**config.mk**
```make
export PLATFORM = sky130hd
export DESIGN_NAME = div_sequencer
export DESIGN_NICKNAME = d
export VERILOG_FILES = /design/src/rtl/div_sequencer.sv
export SDC_FILE = /design/constraint.sdc
export NUM_CORES = 1
export LEC_CHECK = 0
export ABC_AREA = 1
export ABC_CLOCK_PERIOD_IN_PS = 2720
export CORE_MARGIN = 10
export CORE_UTILIZATION = 55
export CTS_CLUSTER_DIAMETER = 120
export DETAILED_ROUTE_END_ITERATION = 7
export DONT_BUFFER_PORTS = 1
export PLACE_DENSITY = 0.7
export SYNTH_ARGS = -nofsm -noshare
export SYNTH_HDL_FRONTEND = slang
export SYNTH_SLANG_ARGS = --single-unit
export TNS_END_PERCENT = 50
```
**constraint.sdc**
```tcl
create_clock -name clk -period 2.72 [get_ports clk]
set_clock_uncertainty 0.05 [all_clocks]
set_input_delay 0.68 -clock clk [delete_from_list [all_inputs] [get_ports clk]]
set_output_delay 0.68 -clock clk [all_outputs]
set_load 0.02 [all_outputs]
```
**src/rtl/div_sequencer.sv**
```systemverilog
// Multi-cycle radix-2 restoring divider for the EX stage: one iteration per clock,
// with a stall request to the pipeline while busy and a {remainder, quotient} result.
module div_sequencer #(
  parameter int W     = 32,
  parameter int CNT_W = 6
) (
  input  logic           clk,
  input  logic           rst,
  input  logic           start_i,
  input  logic           annul_i,
  input  logic           signed_i,
  input  logic [W-1:0]   dividend_i,
  input  logic [W-1:0]   divisor_i,
  output logic [2*W-1:0] result_o,
  output logic           ready_o,
  output logic           stallreq_o
);

  typedef enum logic [2:0] {IDLE, BYZERO, RUN, FIX, DONE} state_e;

  state_e           state_q, state_d;
  logic             sgn_q, sgn_d;
  logic             neg_dvd_q, neg_dvd_d;
  logic             neg_dvs_q, neg_dvs_d;
  logic [W-1:0]     dvs_q, dvs_d;
  logic [W-1:0]     quot_q, quot_d;
  logic [W:0]       prem_q, prem_d;
  logic [CNT_W-1:0] cnt_q, cnt_d;
  logic [2*W-1:0]   result_q, result_d;
  logic             ready_q, ready_d;

  logic [W-1:0] dvd_mag, dvs_mag, quot_fix, rem_fix;
  logic [W:0]   shifted;
  logic         fits, last_iter, launch;

  assign launch    = start_i && !annul_i;
  assign dvd_mag   = (signed_i && dividend_i[W-1]) ? -dividend_i : dividend_i;
  assign dvs_mag   = (signed_i && divisor_i[W-1])  ? -divisor_i  : divisor_i;
  // quot_q doubles as the dividend shift register: its MSB feeds the partial remainder.
  assign shifted   = {prem_q[W-1:0], quot_q[W-1]};
  assign fits      = shifted >= {1'b0, dvs_q};
  assign last_iter = (cnt_q == CNT_W'(W-1));
  assign quot_fix  = (sgn_q && (neg_dvd_q ^ neg_dvs_q)) ? -quot_q : quot_q;
  assign rem_fix   = (sgn_q && neg_dvd_q) ? -prem_q[W-1:0] : prem_q[W-1:0];

  always_ff @(posedge clk) begin
    if (rst) begin
      state_q   <= IDLE;
      sgn_q     <= 1'b0;
      neg_dvd_q <= 1'b0;
      neg_dvs_q <= 1'b0;
      dvs_q     <= '0;
      quot_q    <= '0;
      prem_q    <= '0;
      cnt_q     <= '0;
      result_q  <= '0;
      ready_q   <= 1'b0;
    end else begin
      state_q   <= state_d;
      sgn_q     <= sgn_d;
      neg_dvd_q <= neg_dvd_d;
      neg_dvs_q <= neg_dvs_d;
      dvs_q     <= dvs_d;
      quot_q    <= quot_d;
      prem_q    <= prem_d;
      cnt_q     <= cnt_d;
      result_q  <= result_d;
      ready_q   <= ready_d;
    end
  end

  always_comb begin
    state_d = state_q;
    case (state_q)
      IDLE:    if (launch) state_d = (divisor_i == '0) ? BYZERO : RUN;
      BYZERO:  state_d = annul_i ? IDLE : DONE;
      RUN:     if (annul_i) state_d = IDLE;
               else if (last_iter) state_d = FIX;
      FIX:     state_d = annul_i ? IDLE : DONE;
      DONE:    if (!start_i || annul_i) state_d = IDLE;
      default: state_d = IDLE;
    endcase
  end

  always_comb begin
    sgn_d     = sgn_q;
    neg_dvd_d = neg_dvd_q;
    neg_dvs_d = neg_dvs_q;
    dvs_d     = dvs_q;
    quot_d    = quot_q;
    prem_d    = prem_q;
    cnt_d     = cnt_q;
    result_d  = result_q;
    ready_d   = ready_q;
    case (state_q)
      IDLE: begin
        result_d = '0;
        ready_d  = 1'b0;
        if (launch) begin
          sgn_d     = signed_i;
          neg_dvd_d = dividend_i[W-1];
          neg_dvs_d = divisor_i[W-1];
          dvs_d     = dvs_mag;
          quot_d    = dvd_mag;
          prem_d    = '0;
          cnt_d     = '0;
        end
      end
      RUN: begin
        if (annul_i) begin
          result_d = '0;
          ready_d  = 1'b0;
        end else begin
          prem_d = fits ? (shifted - {1'b0, dvs_q}) : shifted;
          quot_d = {quot_q[W-2:0], fits};
          cnt_d  = cnt_q + 1'b1;
        end
      end
      BYZERO: begin
        result_d = '0;
        ready_d  = !annul_i;
      end
      FIX: begin
        result_d = annul_i ? '0 : {rem_fix, quot_fix};
        ready_d  = !annul_i;
      end
      DONE: begin
        if (!start_i || annul_i) begin
          result_d = '0;
          ready_d  = 1'b0;
        end
      end
      default: begin
        result_d = '0;
        ready_d  = 1'b0;
      end
    endcase
  end

  assign result_o   = result_q;
  assign ready_o    = ready_q;
  assign stallreq_o = start_i && !ready_q && !annul_i;

endmodule

```
# Yosys cells after proc, flatten, opt, wreduce, memory -nomap -nowiden
# Cells that the tools add are included.
[totals]
elab_cells = 75
ff_bits = 173
input_bits = 69
out_inout_bits = 66
[op_classes]
n_eq_ne = 10
n_addsub = 6
bitwise_logic = 1
magnitude_cmp = 1
n_mux = 28
n_reduce_logical = 19
[op_table]
columns = ["cell", "count"]
rows = [
  ["32-bit 2-to-1 mux", 9],
  ["64-bit 2-to-1 mux", 3],
  ["64-bit case mux with 3 select lines", 1],
  ["32-bit negator", 4],
  ["32-bit case mux with 2 select lines", 2],
  ["33-bit by 32-bit greater-or-equal comparator with 1-bit output", 1],
  ["32-bit logical NOT", 1],
  ["32-bit subtractor", 1],
  ["3-bit 2-to-1 mux", 5],
  ["6-bit 2-to-1 mux", 2],
  ["3-bit case mux with 4 select lines", 1],
  ["6-bit case mux with 2 select lines", 1],
  ["2-bit != test, second input constant", 4],
  ["1-bit logical AND", 7],
  ["6-bit by 1-bit adder with 6-bit output, second input constant", 1],
  ["3-bit by 2-bit equality test with 1-bit output, second input constant", 2],
  ["6-bit by 5-bit equality test with 1-bit output, second input constant", 1],
  ["3-bit AND reduction", 2],
  ["2-bit AND reduction", 2],
  ["3-bit by 1-bit equality test with 1-bit output, second input constant", 1],
  ["3-bit equality test, second input constant", 1],
  ["1-bit logical NOT", 3],
  ["3-bit logical NOT", 1],
  ["3-bit != test, second input constant", 1],
  ["other kinds (7)", 8],
]

# Longest topological paths before layout
# Gate-level depths: netlist of run 1.
[depth]
ltp_word = 5
mapped_depth = 16

# Least setup slack after synthesis of run 1
# Ideal clock, no wire load.
[synth_path]
path_type = "in2reg"
from = "input port dividend_i[1]"
to = "register quot_q[26]"
path_stages = 12
required_ns = 2.538
setup_ns = 0.132
path_buffers = 0
arrival_ns = 1.949
path_slack_ns = 0.589
path_cell_list = "inv_1 > ha_1 > nand3_2 > nor2_1 > nand2_1 > nor2_2 > nand2_1 > nand2_1 > nand2_1 > or2_0 > nand3_1 > a21oi_1"
[synth_via]
elab_chain_len = 4
[synth_rtl]
columns = ["element", "line_no", "text"]
rows = [
  ["from (decl)", "12", "input logic [W-1:0] dividend_i,"],
  ["32-bit negator", "37", "assign dvd_mag = (signed_i && dividend_i[W-1]) ? -dividend_i : dividend_i;"],
  ["32-bit 2-to-1 mux", "37", ""],
  ["32-bit 2-to-1 mux", "99", "if (launch) begin"],
  ["32-bit case mux with 2 select lines", "95", "case (state_q)"],
  ["to (signal assigned)", "64", "quot_q <= quot_d;"],
  ["to (decl)", "26", "logic [W-1:0] quot_q, quot_d;"],
]
# No other way between the ends. The select of a mux whose other input is x is not followed.
# A chain may end at the register's enable or synchronous reset.

# Worst setup path after layout of run 1
[layout_path]
from = "register dvs_q[4]"
to = "register prem_q[25]"
[layout_via]
elab_chain_len = 4
elab_cells_between_ends = 5
[layout_rtl]
columns = ["element", "line_no", "text"]
rows = [
  ["from (decl)", "25", "logic [W-1:0] dvs_q, dvs_d;"],
  ["from (signal assigned)", "63", "dvs_q <= dvs_d;"],
  ["32-bit subtractor / 33-bit by 32-bit greater-or-equal comparator with 1-bit output (equally long branches)", "114, 41", ""],
  ["32-bit 2-to-1 mux (*)", "114", "prem_d = fits ? (shifted - {1'b0, dvs_q}) : shifted;"],
  ["32-bit 2-to-1 mux (*)", "110", "if (annul_i) begin"],
  ["32-bit case mux with 2 select lines (*)", "95", ""],
  ["to (signal assigned)", "65", "prem_q <= prem_d;"],
  ["to (decl)", "27", "logic [W:0] prem_q, prem_d;"],
]
# Every way passes the cells marked *; elsewhere a longest branch is shown, timed or not. The select of a mux whose other input is x is not followed.

==> run summary, run 1 <==
The flow ran to the end, and the final reports show no timing, DRC or antenna violations. The number of optimization iterations in the first detailed-route pass was 7. The register-to-register setup slack is 0.21 ns, and the actual slew at the worst max-slew pin is 0.771 ns. The top cell types in the final layout, fill and taps aside, are sky130_fd_sc_hd__nand2_1, sky130_fd_sc_hd__inv_1, sky130_fd_sc_hd__a21oi_1, sky130_fd_sc_hd__nand3_1, sky130_fd_sc_hd__dfxtp_1. The fraction of power spent switching nets works out to 39.0%.

In this run the critical register-to-register path is launched from dvs_q[4]$_SDFFE_PP0P_. The clock latency reported for the late side of the worst-skew pair is 0.44 ns, and the combined buffer and inverter count along the critical path is 3. Sequential cells burn 36.1% of the power. The number of antenna diodes in the final layout is 0. In this run the worst path has a maximum fanout of 24. The cell depth of the worst setup path works out to 13.

The total negative slack is 0 ns, and the clock period minus final worst setup slack is 2.51 ns. The first global-routing pass estimated 67500 microns of wire. The root buffer cell chosen for the clock tree is sky130_fd_sc_hd__clkbuf_16. The total via count after detailed routing was 13800.

Traced cell by cell, the critical path runs through inv_1, ha_1, nand2_1, nor3_1, nand3b_1, nor2_4, nor2_8, buf_4, nand3_1, nand2_1, inv_1, nand2_1, a21oi_1. Counting distinct cell types in the post-synthesis netlist gives 50. Compared with the post-synthesis result, the final layout area differs by 6.92%.

On the final layout, the worst hold slack is 0.259 ns. The Yosys step of the flow raised 0 warnings. The post-route antenna net violation count is 0. The total cell area at the placement stage is 13000 sq um, and the utilization of the core after routing is 60.1%. The horizontal die dimension was 172 microns; the part of the cycle the worst path needs was 92.5%. Power spread over the standard cell area amounts to 550 nW/um^2.

The HPWL after detailed placement was 34300 microns; the port buffer count was 0. Of the cells placed in the final design, the portion with a size suffix greater than 1 is 5.67%. Data arrival at the endpoint of the critical path: 2.83 ns.

In this run the tightest slew margin relative to its limit is 48.2%. The total detailed-routing wirelength was 43700 microns; the number of global-route vias before repair was 12100. The core region is 22700 sq um. Kind of path behind the tightest hold check: in2reg.

The tools report the cell row count as 55. The critical path's slowest cell was sky130_fd_sc_hd__ha_1. Number of antenna violations at the first check in global routing: 0. On the critical path the largest part of the delay comes from simple AND/OR/NAND/NOR gates.

The die is 172 microns tall. The floorplan step defined a die boundary enclosing 29700 sq um. The routed design uses 4390 microns of met3 wire. The aggregate global-route resource usage was 28.8%.

After detailed placement, the design holds a cell count of 2388. The fill cell total of the finished layout was 2305. For this configuration, the core starts out at a cell density of 56.2%. Per report_power, the combinational group accounts for 29.1% of the total. TritonCTS built the clock tree. The analysis attributes to cell leakage a power of 6.43 nW. The final-report max-slew violation count was 0; the mean cell area of the mapped netlist was 5.94 sq um. In the final layout, flip-flops and latches occupy 3460 sq um.

After clock tree synthesis, the clock-pin slew on the worst setup and hold paths is 0.08 ns. For the total CTS buffers, the log shows 17. The tools report the worst flop-to-flop path endpoint as prem_q[25]$_SDFFE_PP0P_. The worst-case reg-to-reg path depth works out to 13.

Setup violations remaining at the end of the flow were counted as 0. After the first detailed-routing iteration, the DRC count stood at 1677. At the worst endpoint, the required time is 3.03 ns. The run gives 4 as the number of levels the H-tree was split into. The number of nets produced by synthesis was 2255; the relative contribution of the clock network to total power was 34.7%.

In the final routing, the length of wire on met1 measures 20200 microns. Startpoint type of the worst setup path: a flip-flop. In the routed layout, each cell is associated on average with a via count of 5.69.

The internal portion of the total power is 4.58 mW. The clock net sink count is 173, and the number of buffers on the longest clock path is 2. The cell that appears most often on the critical path is sky130_fd_sc_hd__nand2_1. The final cell area excluding filler cells was 13600 sq um; the post-layout net count was 2229. Excluding fillers, the count of instances in the completed layout stands at 2420. In this run the count of I/O pins placed on the die edge is 135. The highest signal layer in the routed design was met4. The leading cell type in the layout, fill and taps excluded is sky130_fd_sc_hd__nand2_1. Capture point of the critical path: prem_q[25]$_SDFFE_PP0P_. In this run the power spent charging and discharging nets is 2.93 mW. The reported max-cap violation count was 0. Dividing the detail-routed wire length by the instance count gives 18.1 microns. Post-CTS timing repair inserted 0 buffers for setup.

For the post-synthesis instance area, the log shows 12800 sq um. The final weighted congestion in routability-driven placement was 0.988; the register bit total from synthesis was 173. For the maximum number of pins on one net before global-route repair, the log shows 148. The routed design uses 18500 microns of met2 wire.

Setup repair after global routing left no endpoint under its margin. Summing all multi-input logic gate instances after layout gives 7710 sq um. The class of the most critical setup path is reg2reg. Kind of end point of the critical path: a flip-flop. The tools report the share of the yosys chip area belonging to registers as 27.1%. Derived from the worst setup path, the maximum achievable clock frequency is 398 MHz. Synthesis produced 2148 cells. The overall overflow remaining after global route was 0; the largest stage delay on the critical path was 0.39 ns. The run gives 0 as the final hold violation count. For this run, design rule violations remaining after detail routing come to 0. Across the VDD grid, the largest voltage drop is 461 uV. The most critical setup path has its startpoint at dvs_q[4]$_SDFFE_PP0P_.
==> power groups by stage <==
stage                     combinational (mW)  sequential (mW)  clock (mW)
after global placement                  2.10             2.76           0
after floorplan                         1.65             2.73           0
after CTS                               2.13             2.71        2.64
after global routing                    2.40             2.72        2.75
final                                   2.19             2.71        2.61
after detailed placement                2.11             2.76           0
==> cell families after synthesis <==
logic type | after synthesis | share of synthesized area (%)
flip-flops | 173 | 27.1
AO/OA/AOI/OAI | 384 | 16.1
XOR/XNOR | 40 | 2.74
AND/OR/NAND/NOR | 1108 | 37.6
adder cells (fa/ha/maj) | 38 | 3.78
buffers and inverters | 405 | 12.6
==> repair_timing <==
| action | CTS | global route |
|---|---|---|
| resized for setup | 0 | 1 |
| hold buffers | 0 | 0 |
| endpoints found under the setup margin | 0 | 3 |
==> registers in the layout (all words and copies together), names as in the netlist <==
name       count
cnt_q          6
dvs_q         32
neg_dvd_q      1
neg_dvs_q      1
prem_q        32
quot_q        32
ready_o        1
result_o      64
sgn_q          1
state_q        3
==> per-stage QoR <==
stage | power [mW] | setup slack, ns
2_1_floorplan | 4.38 | 0.589
3_3_place_gp | 4.86 | 0.216
3_5_place_dp | 4.87 | 0.207
4_1_cts | 7.47 | 0.193
5_1_grt | 7.87 | 0.0542
6_report | 7.50 | 0.205
==> how the worst min path moves through the flow <==
| stage | startpoint | depth (start not counted) | endpoint |
|---|---|---|---|
| after global routing | rst | 1 | state_q[2]$_SDFFE_PP0P_ |
| after global placement | quot_q[30]$_SDFFE_PP0P_ | 2 | quot_q[30]$_SDFFE_PP0P_ |
| after detailed placement | quot_q[30]$_SDFFE_PP0P_ | 2 | quot_q[30]$_SDFFE_PP0P_ |
| after CTS | rst | 1 | state_q[1]$_SDFFE_PP0P_ |
| final | rst | 1 | state_q[2]$_SDFFE_PP0P_ |
| after floorplan | cnt_q[4]$_SDFFE_PP0P_ | 2 | cnt_q[4]$_SDFFE_PP0P_ |
==> synth_stat cells, drive strengths merged <==
cell type | count | area, sq um
a211oi | 2 | 15.0
a21boi | 2 | 15.0
a21o | 3 | 22.5
a21oi | 214 | 1070
a31oi | 19 | 119
and2 | 2 | 12.5
buf | 32 | 208
clkbuf | 43 | 161
clkinv | 2 | 7.51
dfxtp | 173 | 3460
fa | 1 | 20.0
ha | 37 | 463
inv | 328 | 1230
nand2 | 620 | 2380
nand3 | 207 | 1050
nand3b | 6 | 45.0
nand4 | 38 | 238
nor2 | 186 | 782
nor3 | 35 | 190
nor3b | 2 | 15.0
nor4 | 5 | 46.3
o2111ai | 2 | 17.5
o211ai | 8 | 60.1
o21a | 1 | 7.51
o21ai | 106 | 542
o21bai | 4 | 30.0
o221ai | 2 | 17.5
o22ai | 16 | 100
o31ai | 5 | 37.5
or2 | 6 | 37.5
or4 | 1 | 7.51
xnor2 | 17 | 149
xor2 | 23 | 201
==> final cells by class <==
class,instances,area share (%)
sequential,173,25.4
multi-input combinational,1570,56.5
clock buffer,17,3.12
inverter,330,9.08
tap,285,2.61
timing repair buffer,30,1.74
clock inverter,15,1.59
==> metal layers <==
| layer | track usage [%] | vias up |
|---|---|---|
| li1 | - | 6900 |
| met1 | 41.9 | 6219 |
| met2 | 42.3 | 613 |
| met3 | 6.18 | 46 |
| met4 | 6.30 | 0 |
| met5 | 0 | - |
Note: power is estimated with default switching activity, not from simulation.
==> run 2: changes to the inputs <==
- REMOVE_ABC_BUFFERS: unset -> 1
==> run summary, run 2 (synthesized netlist as in run 1, its figures left out) <==
STA classifies the critical path startpoint as a flip-flop. The static leakage power is 6.48 nW (+0.71%), and the initial core utilization is 56.2% (unchanged). Setup repair after global routing left no endpoint under its margin. The cell row count is 55 (unchanged), and the largest voltage drop on the vdd net is 339 uV (-26%).

Actual slew at the worst max-slew pin: 1.13 ns (+0.355 ns). The tools report the number of DRC markers in iteration 0 as 1242 (-26%). The run gives 63600 microns (-5.7%) as the first-pass GRT wire length.

The worst hold slack is 0.297 ns (+0.0378 ns), and the worst slew margin relative to its limit is 25.0% (-23 points). The worst path setup slack after routing was 0.242 ns (+0.0362 ns). For the final weighted congestion in routability-driven placement, the log shows 1.03 (+4.2%). The fraction of power spent switching nets is 37.6% (-1.4 points), and the number of optimization iterations in the first detailed-route pass is 8 (+1). The clock net sink count came out at 173 (unchanged).

Highest fanout seen on the critical path: 25 (+4.2%). Leaving out fill and tap cells, the most frequent cells in the layout are sky130_fd_sc_hd__nand2_1, sky130_fd_sc_hd__inv_1, sky130_fd_sc_hd__a21oi_1, sky130_fd_sc_hd__nand3_1, sky130_fd_sc_hd__dfxtp_1. The cell sitting at the root of the clock tree is a sky130_fd_sc_hd__clkbuf_16. The number of antenna cells inserted is 0 (unchanged), and the number of design rule violations left after detail routing is 0 (unchanged). The tools report the overall overflow remaining after global route as 0 (unchanged). The die footprint was 29700 sq um (unchanged); the total power divided by cell area was 535 nW/um^2 (-2.6%). The post-layout total power is 7.33 mW (-2.3%), and the final-report max-slew violation count is 0 (unchanged). The timing-limited maximum frequency was 403 MHz (+1.5%); the vertical die dimension was 172 microns (unchanged). The data arrival at the endpoint of the critical path came out at 2.80 ns (-0.03 ns).

The cell occurring most often along the worst timing path is sky130_fd_sc_hd__nand2_1. The clock period minus final worst setup slack is 2.48 ns (-0.0362 ns), and the number of hold buffers added after cts is 0 (unchanged). TritonCTS built the clock tree. The class of the most critical setup path is reg2reg.

The horizontal die dimension was 172 microns (unchanged). The average wire per standard cell was 16.4 microns (-9.1%). The tools report the reported max-cap violation count as 0 (unchanged).

The number of resized instances in the post-cts repair step was 0 (unchanged). The run gives 0.221 ns (+0.0146 ns) as the worst slack at placement. The total setup violations reported at the end of the flow was 0 (unchanged); the clock latency reported for the late side of the worst-skew pair was 0.44 ns (about the same).

For the required time reported for the critical path endpoint, the log shows 3.04 ns (about the same). The worst setup path is captured at a flip-flop. The tools report the floorplan core area as 22700 sq um (unchanged). The ratio of cells with drive above 1 in the final layout came out at 6.06% (+0.40 points). For the net load switching power, the log shows 2.76 mW (-5.8%). The min-delay analysis places its worst path in the category in2reg. The tools report the number of buffers added for setup after CTS as 0 (unchanged). Mean number of vias per cell: 5.57 (-2.2%). For the number of global-route vias before repair, the log shows 12100 (-0.0082%).

Walking the worst path, the cells encountered are ha_1, nand2_1, nor3_1, nand3b_1, nor2_4, nor2_8, buf_4, nand3_1, nand2_1, inv_1, nand2_1, a21oi_1. The clock transition at the registers of the reported paths came out at 0.07 ns (about the same). The slowest stage of the critical path is the sky130_fd_sc_hd__ha_1 cell.

The total detailed-routing wirelength came out at 39900 microns (-8.8%). The tools report the HPWL after detailed placement as 30900 microns (-9.7%). The sequential cell fraction of total power is 36.8% (+0.7 points), and the cell internal power dissipation is 4.58 mW (about the same). The combined buffer and inverter count along the critical path is 2 (-1). The number of buffers on the longest clock path is 2 (unchanged), and the number of flip-flops under the largest register name is 64 (unchanged). The fill cell total of the finished layout came out at 2347 (+1.8%). The final hold violation count was 0 (unchanged).

The port buffer count is 0 (unchanged), and the maximum number of pins on one net before global-route repair is 148 (unchanged). The total CTS buffers came out at 17 (unchanged). The post-layout net count came out at 2238 (+0.40%). The run gives 135 (unchanged) as the number of top-level pins. Leading cell type in the layout, fill and taps excluded: sky130_fd_sc_hd__nand2_1. Layout overhead on the synthesized area: 7.33%. The number of antenna violations at the first check in global routing came out at 0 (unchanged). Grouping stages by cell kind, the critical path spends the most delay in simple AND/OR/NAND/NOR gates. The run finished with clean final reports.

The run gives 4 (unchanged) as the number of levels the H-tree was split into. The part of the cycle the worst path needs was 91.1% (-1.3 points); the post-route antenna net violation count was 0 (unchanged). The aggregate global-route resource usage was 26.7% (-2.1 points); the relative contribution of the clock network to total power was 33.7% (-1.0 points). For the proportion of power drawn by combinational gates, the log shows 29.5% (+0.4 points). Total via count after detailed routing: 13500 (-1.9%). The largest stage delay on the critical path is 0.44 ns (+0.05 ns).
-- run 2: cell types whose count changed in the layout (fill, tap and decap cells not counted), sizes merged --
cell	previous run	this run
buf	30	39
clkinv	12	7
inv	333	337
clkbuf	17	18
-- run 2: routing by layer --
metal,wire (microns),track usage [%]
met3,3400,5.63
met5,0,0
met4,735,6.97
met2,16700,38.9
met1,19000,38.7
-- run 2: final cells by class --
type                       count  area [sq um]  area share, %
clock buffer                  18           439           3.21
clock inverter                14           144           1.05
inverter                     330          1240           9.04
multi-input combinational   1570          7720           56.3
sequential                   173          3460           25.3
tap                          285           357           2.60
timing repair buffer          39           343           2.50
-- run 2: path summary, 6_finish.rpt --
check	from	endpoint	slack, ns	cells after the start
setup / recovery	prem_q[4]$_SDFFE_PP0P_	prem_q[25]$_SDFFE_PP0P_	0.24	12
hold / removal	rst	result_o[32]$_SDFFE_PP0P_	0.30	1
setup reg to reg	prem_q[4]$_SDFFE_PP0P_	prem_q[25]$_SDFFE_PP0P_	0.24	12
hold reg to reg	quot_q[30]$_SDFFE_PP0P_	quot_q[30]$_SDFFE_PP0P_	0.45	2
-- run 2: per-stage QoR --
stage,instances,setup TNS (ns),util (%),cell area (sq um)
global placement,2397,0,57.7,13100
CTS,2429,0,60.3,13700
finish,2429,0,60.3,13700
detailed placement,2397,0,57.7,13100
floorplan,2073,-28.89,-,12400
global route,2429,0,60.3,13700
-- run 2: power groups by stage --
stage                     clock (mW)  sequential [mW]  combinational [mW]
after floorplan                    0             2.73                1.54
final                           2.47             2.70                2.16
after global routing            2.61             2.71                2.42
after global placement             0             2.75                2.10
after CTS                       2.51             2.70                2.12
after detailed placement           0             2.75                2.11
==> run 3: changes to the inputs <==
- CORE_UTILIZATION: 55 -> 45
- HOLD_SLACK_MARGIN: unset -> 0.1
- PLACE_DENSITY: 0.7 -> unset
==> run summary, run 3 (synthesized netlist as in run 1, its figures left out) <==
The run finished with clean final reports. The tools report the number of top-level pins as 135 (unchanged). The tools report the number of antenna violations at the first check in global routing as 0 (unchanged). The run gives 6 (-2) as the number of optimization iterations in the first detailed-route pass. The logs give 4 (unchanged) for the number of levels the H-tree was split into and 0 (unchanged) for the final-report max-slew violation count. Fill cell total of the finished layout: 3021 (+29%). Leading cell type in the layout, fill and taps excluded: sky130_fd_sc_hd__nand2_1. Compared with the post-synthesis result, the final layout area differs by 7.89%. The startpoint identified for the worst register-to-register timing path is prem_q[6]$_SDFFE_PP0P_.

For the data arrival at the endpoint of the critical path, the log shows 2.85 ns (+0.05 ns). The HPWL after detailed placement is 32600 microns (+5.5%). The tools report the post-route antenna net violation count as 0 (unchanged). The worst setup path is captured at a flip-flop.

The logs give 49.4% (-11 points) for the utilization of the core after routing and 42200 microns (+5.8%) for the total detailed-routing wirelength. The logs give 2519 (+3.7%) for the post-route non-filler standard cell count and 2235 (-0.13%) for the post-layout net count. Number of flip-flops under the largest register name: 64 (unchanged).

The number of design rule violations left after detail routing was 0 (unchanged). The mean number of vias per cell came out at 5.37 (-3.5%). The tools report the cell row count as 61 (+11%).

The ratio of cells with drive above 1 in the final layout is 5.98% (-0.085 points), and the worst-case reg-to-reg path depth is 14 (+2). The logs give 0 (unchanged) for the overall overflow remaining after global route and 0 (unchanged) for the number of resized instances in the post-cts repair step. The number of DRC markers in iteration 0 came out at 1212 (-2.4%).

TritonCTS built the clock tree. The run gives 27900 sq um (+23%) as the floorplan core area. The register-to-register setup slack was 0.16 ns (-0.08 ns). For the maximum number of pins on one net before global-route repair, the log shows 148 (unchanged). STA classifies the critical path startpoint as a flip-flop. The logs give 0 (unchanged) for the number of hold buffers added after cts and 391 MHz (-3.2%) for the timing-limited maximum frequency. The die footprint is 35500 sq um (+20%). The highest fanout seen on the critical path is 25 (unchanged). The number of instances in the placed design was 2487 (+3.8%); the actual slew at the worst max-slew pin was 1.12 ns (-0.00157 ns). The number of buffers added for setup after CTS was 0 (unchanged); the static leakage power was 6.45 nW (-0.44%). For the worst path setup slack after routing, the log shows 0.160 ns (-0.0819 ns). The port buffer count is 0 (unchanged). The clock net sink count was 173 (unchanged).

The part of the cycle the worst path needs was 94.1% (+3.0 points). The register cell area after layout was 3460 sq um (about the same); the largest voltage drop on the vdd net was 376 uV (+11%). The worst slack at placement came out at 0.0388 ns (-0.182 ns). The total setup violations reported at the end of the flow is 0 (unchanged).

The average wire per standard cell came out at 16.8 microns (+2.0%). The reported max-cap violation count was 0 (unchanged). In the layout the commonest cells are sky130_fd_sc_hd__nand2_1, sky130_fd_sc_hd__inv_1, sky130_fd_sc_hd__a21oi_1, sky130_fd_sc_hd__nand3_1, sky130_fd_sc_hd__dfxtp_1.

The vertical die dimension works out to 188 microns (+9.3%). Worst flop-to-flop path endpoint: prem_q[14]$_SDFFE_PP0P_. The tools report the initial core utilization as 45.8% (-10 points). The setup path with the least slack is of type reg2reg.

The run gives 67600 microns (+6.3%) as the first-pass GRT wire length. Aggregate global-route resource usage: 23.5% (-3.3 points). In this run the worst setup path begins at prem_q[6]$_SDFFE_PP0P_.

The required time reported for the critical path endpoint came out at 3.01 ns (-0.03 ns). Number of antenna cells inserted: 0 (unchanged). The worst hold path belongs to the class in2reg.

The number of global-route vias before repair was 12300 (+1.0%); the total CTS buffers was 17 (unchanged). The horizontal die dimension was 188 microns (+9.3%). The clock transition at the registers of the reported paths is 0.07 ns (about the same), and the total via count after detailed routing is 13500 (+0.059%). Worst slew margin relative to its limit: 25.0% (about the same). The logs give 0.967 (-6.2%) for the final weighted congestion in routability-driven placement and 2 (unchanged) for the number of buffers on the longest clock path. The tree is rooted in a sky130_fd_sc_hd__clkbuf_16. The run gives 7720 sq um (unchanged) as the multi-input gate area in the final layout. The clock period minus final worst setup slack was 2.56 ns (+0.0819 ns); the clock latency reported for the late side of the worst-skew pair was 0.46 ns (+0.02 ns). Final hold violation count: 0 (unchanged). Total power divided by cell area: 535 nW/um^2 (about the same). The critical path ends at prem_q[14]$_SDFFE_PP0P_.
## run 3: changes by cell type in the layout (fill, tap and decap cells not counted), sizes merged
cell | previous run | this run
buf | 39 | 36
clkinv | 7 | 6
clkinvlp | 0 | 2
inv | 337 | 336
## run 3: per-stage QoR
| stage | total power, mW | cell area [sq um] | hold slack, ns | setup TNS (ns) |
|---|---|---|---|---|
| after global routing | 7.79 | 13800 | 0.269 | -0.00194 |
| final | 7.37 | 13800 | 0.294 | 0 |
| after floorplan | 4.28 | 12400 | 0.402 | -28.89 |
| after CTS | 7.37 | 13800 | 0.267 | 0 |
| after detailed placement | 4.89 | 13200 | 0.428 | 0 |
| after global placement | 4.88 | 13200 | 0.419 | 0 |
## run 3: layer usage
metal	share of wire, %	up-vias	GRT usage [%]	wire length, microns
met1	48	6130	33.7	20100
met3	8.9	32	5.10	3750
met4	1.2	0	5.13	493
met5	0	-	0	0
met2	42	469	35.0	17800
li1	-	6900	-	-
## run 3: area by class of cell
type | instances | share of cell area (%)
Clock buffer | 18 | 3.19
Clock inverter | 14 | 1.05
Inverter | 330 | 8.99
Multi-Input combinational cell | 1570 | 56.0
Sequential cell | 173 | 25.2
Tap cell | 378 | 3.43
Timing Repair Buffer | 36 | 2.14
## run 3: how the worst min path moves through the flow
| stage | startpoint | endpoint | cells past startpoint |
|---|---|---|---|
| 2_1_floorplan | cnt_q[1]$_SDFFE_PP0P_ | cnt_q[1]$_SDFFE_PP0P_ | 2 |
| 3_3_place_gp | cnt_q[1]$_SDFFE_PP0P_ | cnt_q[1]$_SDFFE_PP0P_ | 2 |
| 3_5_place_dp | cnt_q[1]$_SDFFE_PP0P_ | cnt_q[1]$_SDFFE_PP0P_ | 2 |
| 4_1_cts | rst | result_o[32]$_SDFFE_PP0P_ | 1 |
| 5_1_grt | rst | result_o[32]$_SDFFE_PP0P_ | 1 |
| 6_report | rst | result_o[32]$_SDFFE_PP0P_ | 1 |
## run 3: report_power, final
part	internal, mW	switching, mW	leakage, nW
sequential	2.62	0.0761	1.40
combinational	0.695	1.49	4.76
clock	1.25	1.23	0.283
total	4.57	2.80	6.45
## run 3: worst max-delay path: stages (launching register included)
cell and delay, ns:
sky130_fd_sc_hd__dfxtp_1 0.49, sky130_fd_sc_hd__ha_1 0.37, sky130_fd_sc_hd__nand2_1 0.15, sky130_fd_sc_hd__inv_1 0.05, sky130_fd_sc_hd__nand2_1 0.06, sky130_fd_sc_hd__nand2_1 0.07
sky130_fd_sc_hd__inv_2 0.06, sky130_fd_sc_hd__nand3_2 0.12, sky130_fd_sc_hd__nand2_1 0.11, sky130_fd_sc_hd__nand2_1 0.11, sky130_fd_sc_hd__nand2_4 0.11, sky130_fd_sc_hd__buf_4 0.28
sky130_fd_sc_hd__nand3_1 0.21, sky130_fd_sc_hd__nand3_1 0.13, sky130_fd_sc_hd__a21oi_1 0.07
